<file path="src/rtl/mul4_pipe.sv">
// mul4_pipe: 4x4 unsigned multiplier, AND-array partial products
// reduced by three 4-bit carry-lookahead rows, registered in and out.

module mul4_cla4 (
    input  logic [3:0] x,
    input  logic [3:0] y,
    input  logic       cin,
    output logic [3:0] s,
    output logic       cout
);

    logic [3:0] g;
    logic [3:0] t;
    logic [3:0] c;

    assign g = x & y;
    assign t = x ^ y;

    // Carries are fully expanded so no ripple path exists inside a row.
    assign c[0] = cin;
    assign c[1] = g[0] | (t[0] & cin);
    assign c[2] = g[1] | (t[1] & g[0]) | (t[1] & t[0] & cin);
    assign c[3] = g[2] | (t[2] & g[1]) | (t[2] & t[1] & g[0])
                | (t[2] & t[1] & t[0] & cin);
    assign cout = g[3] | (t[3] & g[2]) | (t[3] & t[2] & g[1])
                | (t[3] & t[2] & t[1] & g[0])
                | (t[3] & t[2] & t[1] & t[0] & cin);

    assign s = t ^ c;

endmodule

module mul4_pipe (
    input  logic       clk,
    input  logic       rst_n,
    input  logic       in_valid,
    input  logic [3:0] a,
    input  logic [3:0] b,
    output logic [7:0] p,
    output logic       out_valid
);

    logic [3:0] ra;
    logic [3:0] rb;
    logic       v1;

    logic [3:0] pp0;
    logic [3:0] pp1;
    logic [3:0] pp2;
    logic [3:0] pp3;

    logic [3:0] s0;
    logic [3:0] s1;
    logic [3:0] s2;
    logic       c0;
    logic       c1;
    logic       c2;
    logic [7:0] prod;

    // Stage 1: operands load only with a valid strobe, otherwise hold.
    always_ff @(posedge clk or negedge rst_n) begin
        if (!rst_n) begin
            ra <= 4'h0;
            rb <= 4'h0;
            v1 <= 1'b0;
        end else begin
            v1 <= in_valid;
            if (in_valid) begin
                ra <= a;
                rb <= b;
            end
        end
    end

    // Row i of the AND array is ra weighted by rb[i].
    assign pp0 = ra & {4{rb[0]}};
    assign pp1 = ra & {4{rb[1]}};
    assign pp2 = ra & {4{rb[2]}};
    assign pp3 = ra & {4{rb[3]}};

    // Each row retires its sum LSB as one product bit and shifts
    // the remaining sum plus carry down into the next row.
    mul4_cla4 u_row0 (
        .x    ({1'b0, pp0[3:1]}),
        .y    (pp1),
        .cin  (1'b0),
        .s    (s0),
        .cout (c0)
    );

    mul4_cla4 u_row1 (
        .x    ({c0, s0[3:1]}),
        .y    (pp2),
        .cin  (1'b0),
        .s    (s1),
        .cout (c1)
    );

    mul4_cla4 u_row2 (
        .x    ({c1, s1[3:1]}),
        .y    (pp3),
        .cin  (1'b0),
        .s    (s2),
        .cout (c2)
    );

    assign prod = {c2, s2, s1[0], s0[0], pp0[0]};

    // Stage 2: publish a new product only behind a valid stage-1 slot.
    always_ff @(posedge clk or negedge rst_n) begin
        if (!rst_n) begin
            p         <= 8'h00;
            out_valid <= 1'b0;
        end else begin
            out_valid <= v1;
            if (v1) begin
                p <= prod;
            end
        end
    end

endmodule

</file>
<file path="config.mk">
export PLATFORM = sky130hd
export DESIGN_NAME = mul4_pipe
export DESIGN_NICKNAME = d
export VERILOG_FILES = /design/src/rtl/mul4_pipe.sv
export SDC_FILE = /design/constraint.sdc
export NUM_CORES = 1
export LEC_CHECK = 0
export CORE_ASPECT_RATIO = 1.2
export CORE_MARGIN = 2
export CORE_UTILIZATION = 45
export DETAILED_ROUTE_END_ITERATION = 8
export PLACE_DENSITY = 0.69
export SETUP_SLACK_MARGIN = 0.15
export SYNTH_ARGS = -nofsm -noshare
export SYNTH_HDL_FRONTEND = slang
export SYNTH_HIERARCHICAL = 1
export SYNTH_SLANG_ARGS = --single-unit
</file>
<file path="constraint.sdc">
create_clock -name clk -period 4 [get_ports clk]
set_input_delay 0.6 -clock clk [delete_from_list [all_inputs] [get_ports clk]]
set_output_delay 0.6 -clock clk [all_outputs]
set_load 0.01 [all_outputs]
</file>
==> results of run 1 <==
metrics by stage:
stage	power, W	area, µm²	worst slack (ns)
after floorplan	0.0005264	1260	0.6063
after global placement	0.0006351	1469	0.4670
after detailed placement	0.0006470	1469	0.4299
after CTS	0.0007627	1505	0.4055
after global routing	0.0008112	1505	0.2755
final	0.0007491	1505	0.4115
state kept, by name, indices dropped and copies added (netlist names):
signal and flops:
out_valid 1, p 8, ra 4, rb 4
v1 1
placed cells by master, fill, tap and decap left out:
| cell type | count |
|---|---|
| fa_1 | 3 |
| mux2_4 | 15 |
| conb_1 | 7 |
| clkbuf_8 | 1 |
| inv_1 | 9 |
| and2_1 | 15 |
| a21oi_1 | 3 |
| o21ai_0 | 1 |
| xor2_1 | 4 |
| a31o_1 | 3 |
| a21o_1 | 9 |
| clkbuf_4 | 3 |
| dfrtp_1 | 18 |
| clkdlybuf4s50_1 | 19 |
| nand3_1 | 1 |
| xnor2_1 | 5 |
| ha_1 | 12 |
power breakdown:
| part | internal (W) | switching (W) | total, W |
|---|---|---|---|
| Clock | 0.0000553 | 0.0000550 | 0.000110 |
| Combinational | 0.000235 | 0.000149 | 0.000384 |
| Sequential | 0.000225 | 0.0000298 | 0.000255 |
| Total | 0.000515 | 0.000234 | 0.000749 |
layout make-up:
type / instances / area (µm²) / area share [%]
Inverter: 9 / 33.78 / 2.244
Sequential cell: 18 / 450.4 / 29.93
Multi-Input combinational cell: 78 / 753.2 / 50.04
Tap cell: 33 / 41.29 / 2.743
Timing Repair Buffer: 19 / 190.2 / 12.64
Clock buffer: 4 / 36.28 / 2.411
how the worst max path moves through the flow:
stage / startpoint / endpoint / slack [ns] / cells past startpoint
2_1_floorplan: rb[1]$_DFFE_PN0P_ / p[7]$_DFFE_PN0P_ / 0.61 / 14
3_3_place_gp: rb[0]$_DFFE_PN0P_ / p[7]$_DFFE_PN0P_ / 0.47 / 14
3_5_place_dp: rb[0]$_DFFE_PN0P_ / p[7]$_DFFE_PN0P_ / 0.43 / 14
4_1_cts: rb[0]$_DFFE_PN0P_ / p[7]$_DFFE_PN0P_ / 0.41 / 14
5_1_grt: ra[2]$_DFFE_PN0P_ / p[7]$_DFFE_PN0P_ / 0.28 / 14
6_report: rb[0]$_DFFE_PN0P_ / p[7]$_DFFE_PN0P_ / 0.41 / 14
synth_stat cells, drive strengths merged:
library cell,n,area [µm²]
and2,15,93.84
a31o,3,26.28
xor2,4,35.03
a21oi,3,15.01
conb,1,3.750
nand3,1,5.000
a21o,9,67.56
mux2,15,225.2
inv,9,33.78
o21ai,1,5.000
xnor2,5,43.79
fa,3,60.06
ha,12,150.1
buf,2,22.52
dfrtp,18,450.4
worst max-delay path, cell delays in order, from the launching register on:
cell	delay [ns]
dfrtp_1	0.46
and2_1	0.17
ha_1	0.31
a21o_1	0.19
a31o_1	0.21
xor2_1	0.15
ha_1	0.32
a21o_1	0.19
a31o_1	0.20
xor2_1	0.14
ha_1	0.32
a21o_1	0.19
a31o_1	0.20
a21o_1	0.18
mux2_4	0.25
logic make-up (layout without fill, tap and decap cells):
kind of cell | count (synthesis) | in the layout | synth area share, %
AOI/OAI and AO/OA | 16 | 16 | 9.200
xor gates and xnor gates | 9 | 9 | 6.370
DFF | 18 | 18 | 36.40
adders and majority gates | 15 | 15 | 16.99
and+or+nand+nor | 16 | 16 | 7.987
other | 1 | 7 | 0.3030
buffers and inverters | 11 | 32 | 4.550
muxes | 15 | 15 | 18.20
per-layer routing:
layer | track usage, % | part of all wire [%]
met1 | 16.79 | 45
met3 | 2.913 | 3.9
met5 | 0 | 0
met2 | 24.59 | 50
met4 | 4.511 | 0.90
==> flow_summary.ini, run 1 <==
[pwr]
powerDensity_mw_per_mm2 = 497.7
p_leak_nw = 0.7840
ir_drop_mv = 0.2349

[die]
ios = 20
die_w_um = 51.87
core_area_mm2 = 0.002577
core.rowCount = 20
die_y_um = 61.45
die_area_mm2 = 0.003187
start_util_pct = 48.01

[final_layout]
syn2layout_area_growth_pct = 21.64
drive_gt1_share_pct = 14.84
fin_cells = 161
final_core_util_pct = 58.40
n_fill_cell = 231
diodes = 0
fin_nets = 155

[worst_setup_path]
worst-setup-path-type = reg -> reg
critPathLaunchType = register
crit_fanout = 5
critPathCaptureType = register
r2r-end = p[7]$_DFFE_PN0P_
r2r_slack_ns = 0.41
r2r_start = rb[0]$_DFFE_PN0P_
required_ns = 4.18
r2r_cells = 14
cp.arrival_ns = 3.77

[routing]
firstDrtPassIters = 4
vias = 792
drtAntennaViolNets = 0
wl_per_cell_um = 11.75
drc = 0
routed_wl_um = 1891
drt_iter0_markers = 7
via_per_inst = 4.919

[logic_synthesis]
yosysUniqueCellTypes = 15
synth_warnings = 6
seq_area_frac_synth_pct = 36.40
syn_area_mm2 = 0.001237
syn_inst = 101
syn_avg_cell_area_um2 = 12.25
ys_ff_latch = 18

[hold_path]
hold_start = p[1]$_DFFE_PN0P_
hold_class = reg -> reg
hold_depth = 1
min_to = p[1]$_DFFE_PN0P_

[sta]
clock_skew_ns = 0.001266
final.setup.tns_ns = 0
timing.hold.ws_ns = 0.5183
setup_violations = 0
grt_setup_unrepaired = false
tightest_slew_ns = 0.7855
slew_violations = 0
min_period_ns = 3.588
finalHoldViolCount = 0
relSlewSlack_pct = 47.47
fmax_ghz = 0.2787
fin_crit_sh_pct = 89.71

[clock_tree]
hold_buffers = 0
cts_tree = yes
worstSkewPairLatency_ns = 0.28
post-cts-setup-buffers = 0
root_buffer = clkbuf_4
cts_resized = 0
htreeDepth = 1
clockBufferDepth = 2
cts_sinks = 18
clk_pin_slew_ns = 0.10
numCtsBuffers = 3

[run]
max-cap-violations = 0

[global_route]
grt_max_degree = 19
grt_usage_pct = 13.87
antenna_found_initial = 0
grt_pass1_wl_um = 3277
overflow = 0
grt_pass1_vias = 753

[outcome]
status = finished, final reports clean

[placed_design]
gp_congestion = 0.8054
dp_cells = 157
portBuffers = 19
place_hpwl_um = 1556
No activity file was read; power rests on OpenSTA's default activity.
==> run 2, diff against run 1 <==
--- a/config.mk
+++ b/config.mk
@@ -11,6 +11,7 @@
 export DETAILED_ROUTE_END_ITERATION = 8
 export PLACE_DENSITY = 0.69
 export SETUP_SLACK_MARGIN = 0.15
+export SKIP_CTS_REPAIR_TIMING = 1
 export SYNTH_ARGS = -nofsm -noshare
 export SYNTH_HDL_FRONTEND = slang
 export SYNTH_HIERARCHICAL = 1
==> results of run 2 <==
Same layout as run 1: the final DEF is identical, and so are final timing and power.
==> run 3, diff against run 2 <==
--- a/config.mk
+++ b/config.mk
@@ -5,11 +5,13 @@
 export SDC_FILE = /design/constraint.sdc
 export NUM_CORES = 1
 export LEC_CHECK = 0
+export CELL_PAD_IN_SITES_DETAIL_PLACEMENT = 0
+export CELL_PAD_IN_SITES_GLOBAL_PLACEMENT = 1
 export CORE_ASPECT_RATIO = 1.2
 export CORE_MARGIN = 2
-export CORE_UTILIZATION = 45
+export CORE_UTILIZATION = 42
 export DETAILED_ROUTE_END_ITERATION = 8
-export PLACE_DENSITY = 0.69
+export PLACE_DENSITY = 0.84
 export SETUP_SLACK_MARGIN = 0.15
 export SKIP_CTS_REPAIR_TIMING = 1
 export SYNTH_ARGS = -nofsm -noshare
==> run 3 against run 2 <==
  * Die area rose by 6.6%
  * Combinational power about the same
  * Sequential cell count unchanged
  * First-iteration DRC count down 86%
  * Core utilization down 4.8 points
  * Total power rose by 1.2%
  * Maximum frequency fell by 0.42%
  * Final cell count is 0.62% higher
  * Global-route usage up 0.72 points
  * Via count decreased by 1.8%
  * Clock skew rose by 0.0042 ns
  * Worst setup slack got worse by 0.015 ns
  * Critical path type unchanged
  * Largest cell class unchanged
  * Largest power group unchanged
  * Highest routed layer unchanged
==> flow_summary.ini, run 3 (same netlist as run 1, synthesis figures left out) <==
[outcome]
status = finished, final reports clean

[worst_setup_path]
path_buf_inv = 0
slowest_stage = dfrtp_1
r2r_cells = 14
cp_slowest_stage_delay_ns = 0.45
required_ns = 4.19
path_depth = 14
critPathCaptureType = register
crit_chain = and2_1 -> ha_1 -> a21o_1 -> a31o_1 -> xor2_1 -> ha_1 -> a21o_1 -> a31o_1 -> xor2_1 -> ha_1 -> a21o_1 -> a31o_1 -> a21o_1 -> mux2_4
worst-setup-path-type = reg -> reg
critical_path.top_delay_family = compound AO/OA/AOI/OAI gates
critPathLaunchType = register
crit_top_cell = a21o_1
cp.arrival_ns = 3.80
crit_fanout = 5
r2r_slack_ns = 0.40

[routing]
routed_wl_um = 2047
firstDrtPassIters = 2
via_per_inst = 4.802
wl_per_cell_um = 12.64
drc = 0
drtAntennaViolNets = 0
drt_iter0_markers = 1
vias = 778

[placed_design]
postPlaceCellArea_mm2 = 0.001470
gp_congestion = 0.7320
portBuffers = 19
place_hpwl_um = 1616

[die]
die_area_mm2 = 0.003398
core_area_mm2 = 0.002811
die_y_um = 63.46
core.rowCount = 21
start_util_pct = 44.01
die_w_um = 53.55
ios = 20

[hold_path]
hold_depth = 1
hold_class = reg -> reg

[clock_tree]
worstSkewPairLatency_ns = 0.30
cts_tree = yes
numCtsBuffers = 3
root_buffer = clkbuf_4
clockBufferDepth = 2
cts_sinks = 18
htreeDepth = 1
clk_pin_slew_ns = 0.11

[sta]
finalHoldViolCount = 0
relSlewSlack_pct = 46.45
slew_violations = 0
fmax_ghz = 0.2775
final.setup.tns_ns = 0
setup_violations = 0
grt_setup_unrepaired = false
clock_skew_ns = 0.005435
tightest_slew_ns = 0.8008
min_period_ns = 3.604
fin_crit_sh_pct = 90.09

[global_route]
grt_pass1_vias = 851
grt_pass1_wl_um = 3629
grt_usage_pct = 14.60
overflow = 0
grt_max_degree = 19
antenna_found_initial = 0

[pwr]
p_leak_nw = 0.7840
ir_drop_mv = 0.2930
powerDensity_mw_per_mm2 = 503.3

[final_layout]
fin_nets = 155
drive_gt1_share_pct = 14.84
diodes = 0
final_common_cell = clkdlybuf4s50_1
largest-register = p
fin_area_mm2 = 0.001506
syn2layout_area_growth_pct = 21.74
reg.largest.list = p: 8 flops, ra: 4 flops, rb: 4 flops
layout_common_cells = clkdlybuf4s50_1, dfrtp_1, and2_1, mux2_4, ha_1
largest_reg_flops = 8

[run]
max-cap-violations = 0
## run 3: cell counts in the layout (fill, tap and decap cells not counted)
Identical to the previous run, type by type.
## run 3: layer usage
layer  GRT usage [%]  part of all wire (%)
met1           18.03                    45
met2           24.23                    50
met5               0                     0
met3           2.844                   3.7
met4           5.769                   1.7
## run 3: worst reg2reg max path, delay by kind of cell, from the launching register on
kind	cells	cell delay, ns
simple gates	1	0.17
compound gates	7	1.37
flops	1	0.45
xor+xnor	2	0.30
fa+ha+maj	3	0.97
mux	1	0.25
## run 3: worst paths after layout
check                                  startpoint                   to
worst max-delay path            ra[2]$_DFFE_PN0P_     p[7]$_DFFE_PN0P_
worst min-delay path             p[6]$_DFFE_PN0P_     p[6]$_DFFE_PN0P_
worst max register to register  ra[2]$_DFFE_PN0P_     p[7]$_DFFE_PN0P_
worst min register to register   p[6]$_DFFE_PN0P_     p[6]$_DFFE_PN0P_
max in group asynchronous                   rst_n  out_valid$_DFF_PN0_
min in group asynchronous                   rst_n     p[2]$_DFFE_PN0P_
## run 3: stage by stage
stage / setup WS (ns) / total power [W] / hold WS [ns] / cells / util [%]
floorplan: 0.6063 / 0.0005264 / 0.3044 / 107 / -
finish: 0.3963 / 0.0007582 / 0.5264 / 162 / 53.58
global route: 0.2660 / 0.0008198 / 0.5446 / 162 / 53.58
global placement: 0.4836 / 0.0006386 / 0.4948 / 158 / 52.29
detailed placement: 0.4132 / 0.0006490 / 0.4990 / 158 / 52.29
CTS: 0.3865 / 0.0007691 / 0.5338 / 162 / 53.58
## run 3: final cells by class
class / instances / area [µm²]
clock buffer: 4 / 36.28
fill: 236 / 1305
inverter: 9 / 33.78
multi-input combinational: 78 / 753.2
sequential: 18 / 450.4
tap: 34 / 42.54
timing repair buffer: 19 / 190.2
## run 3: power by group
| group | internal [W] | switching (W) |
|---|---|---|
| logic | 0.000234 | 0.000151 |
| registers | 0.000225 | 0.0000317 |
| clock network | 0.0000555 | 0.0000610 |
| total | 0.000515 | 0.000243 |
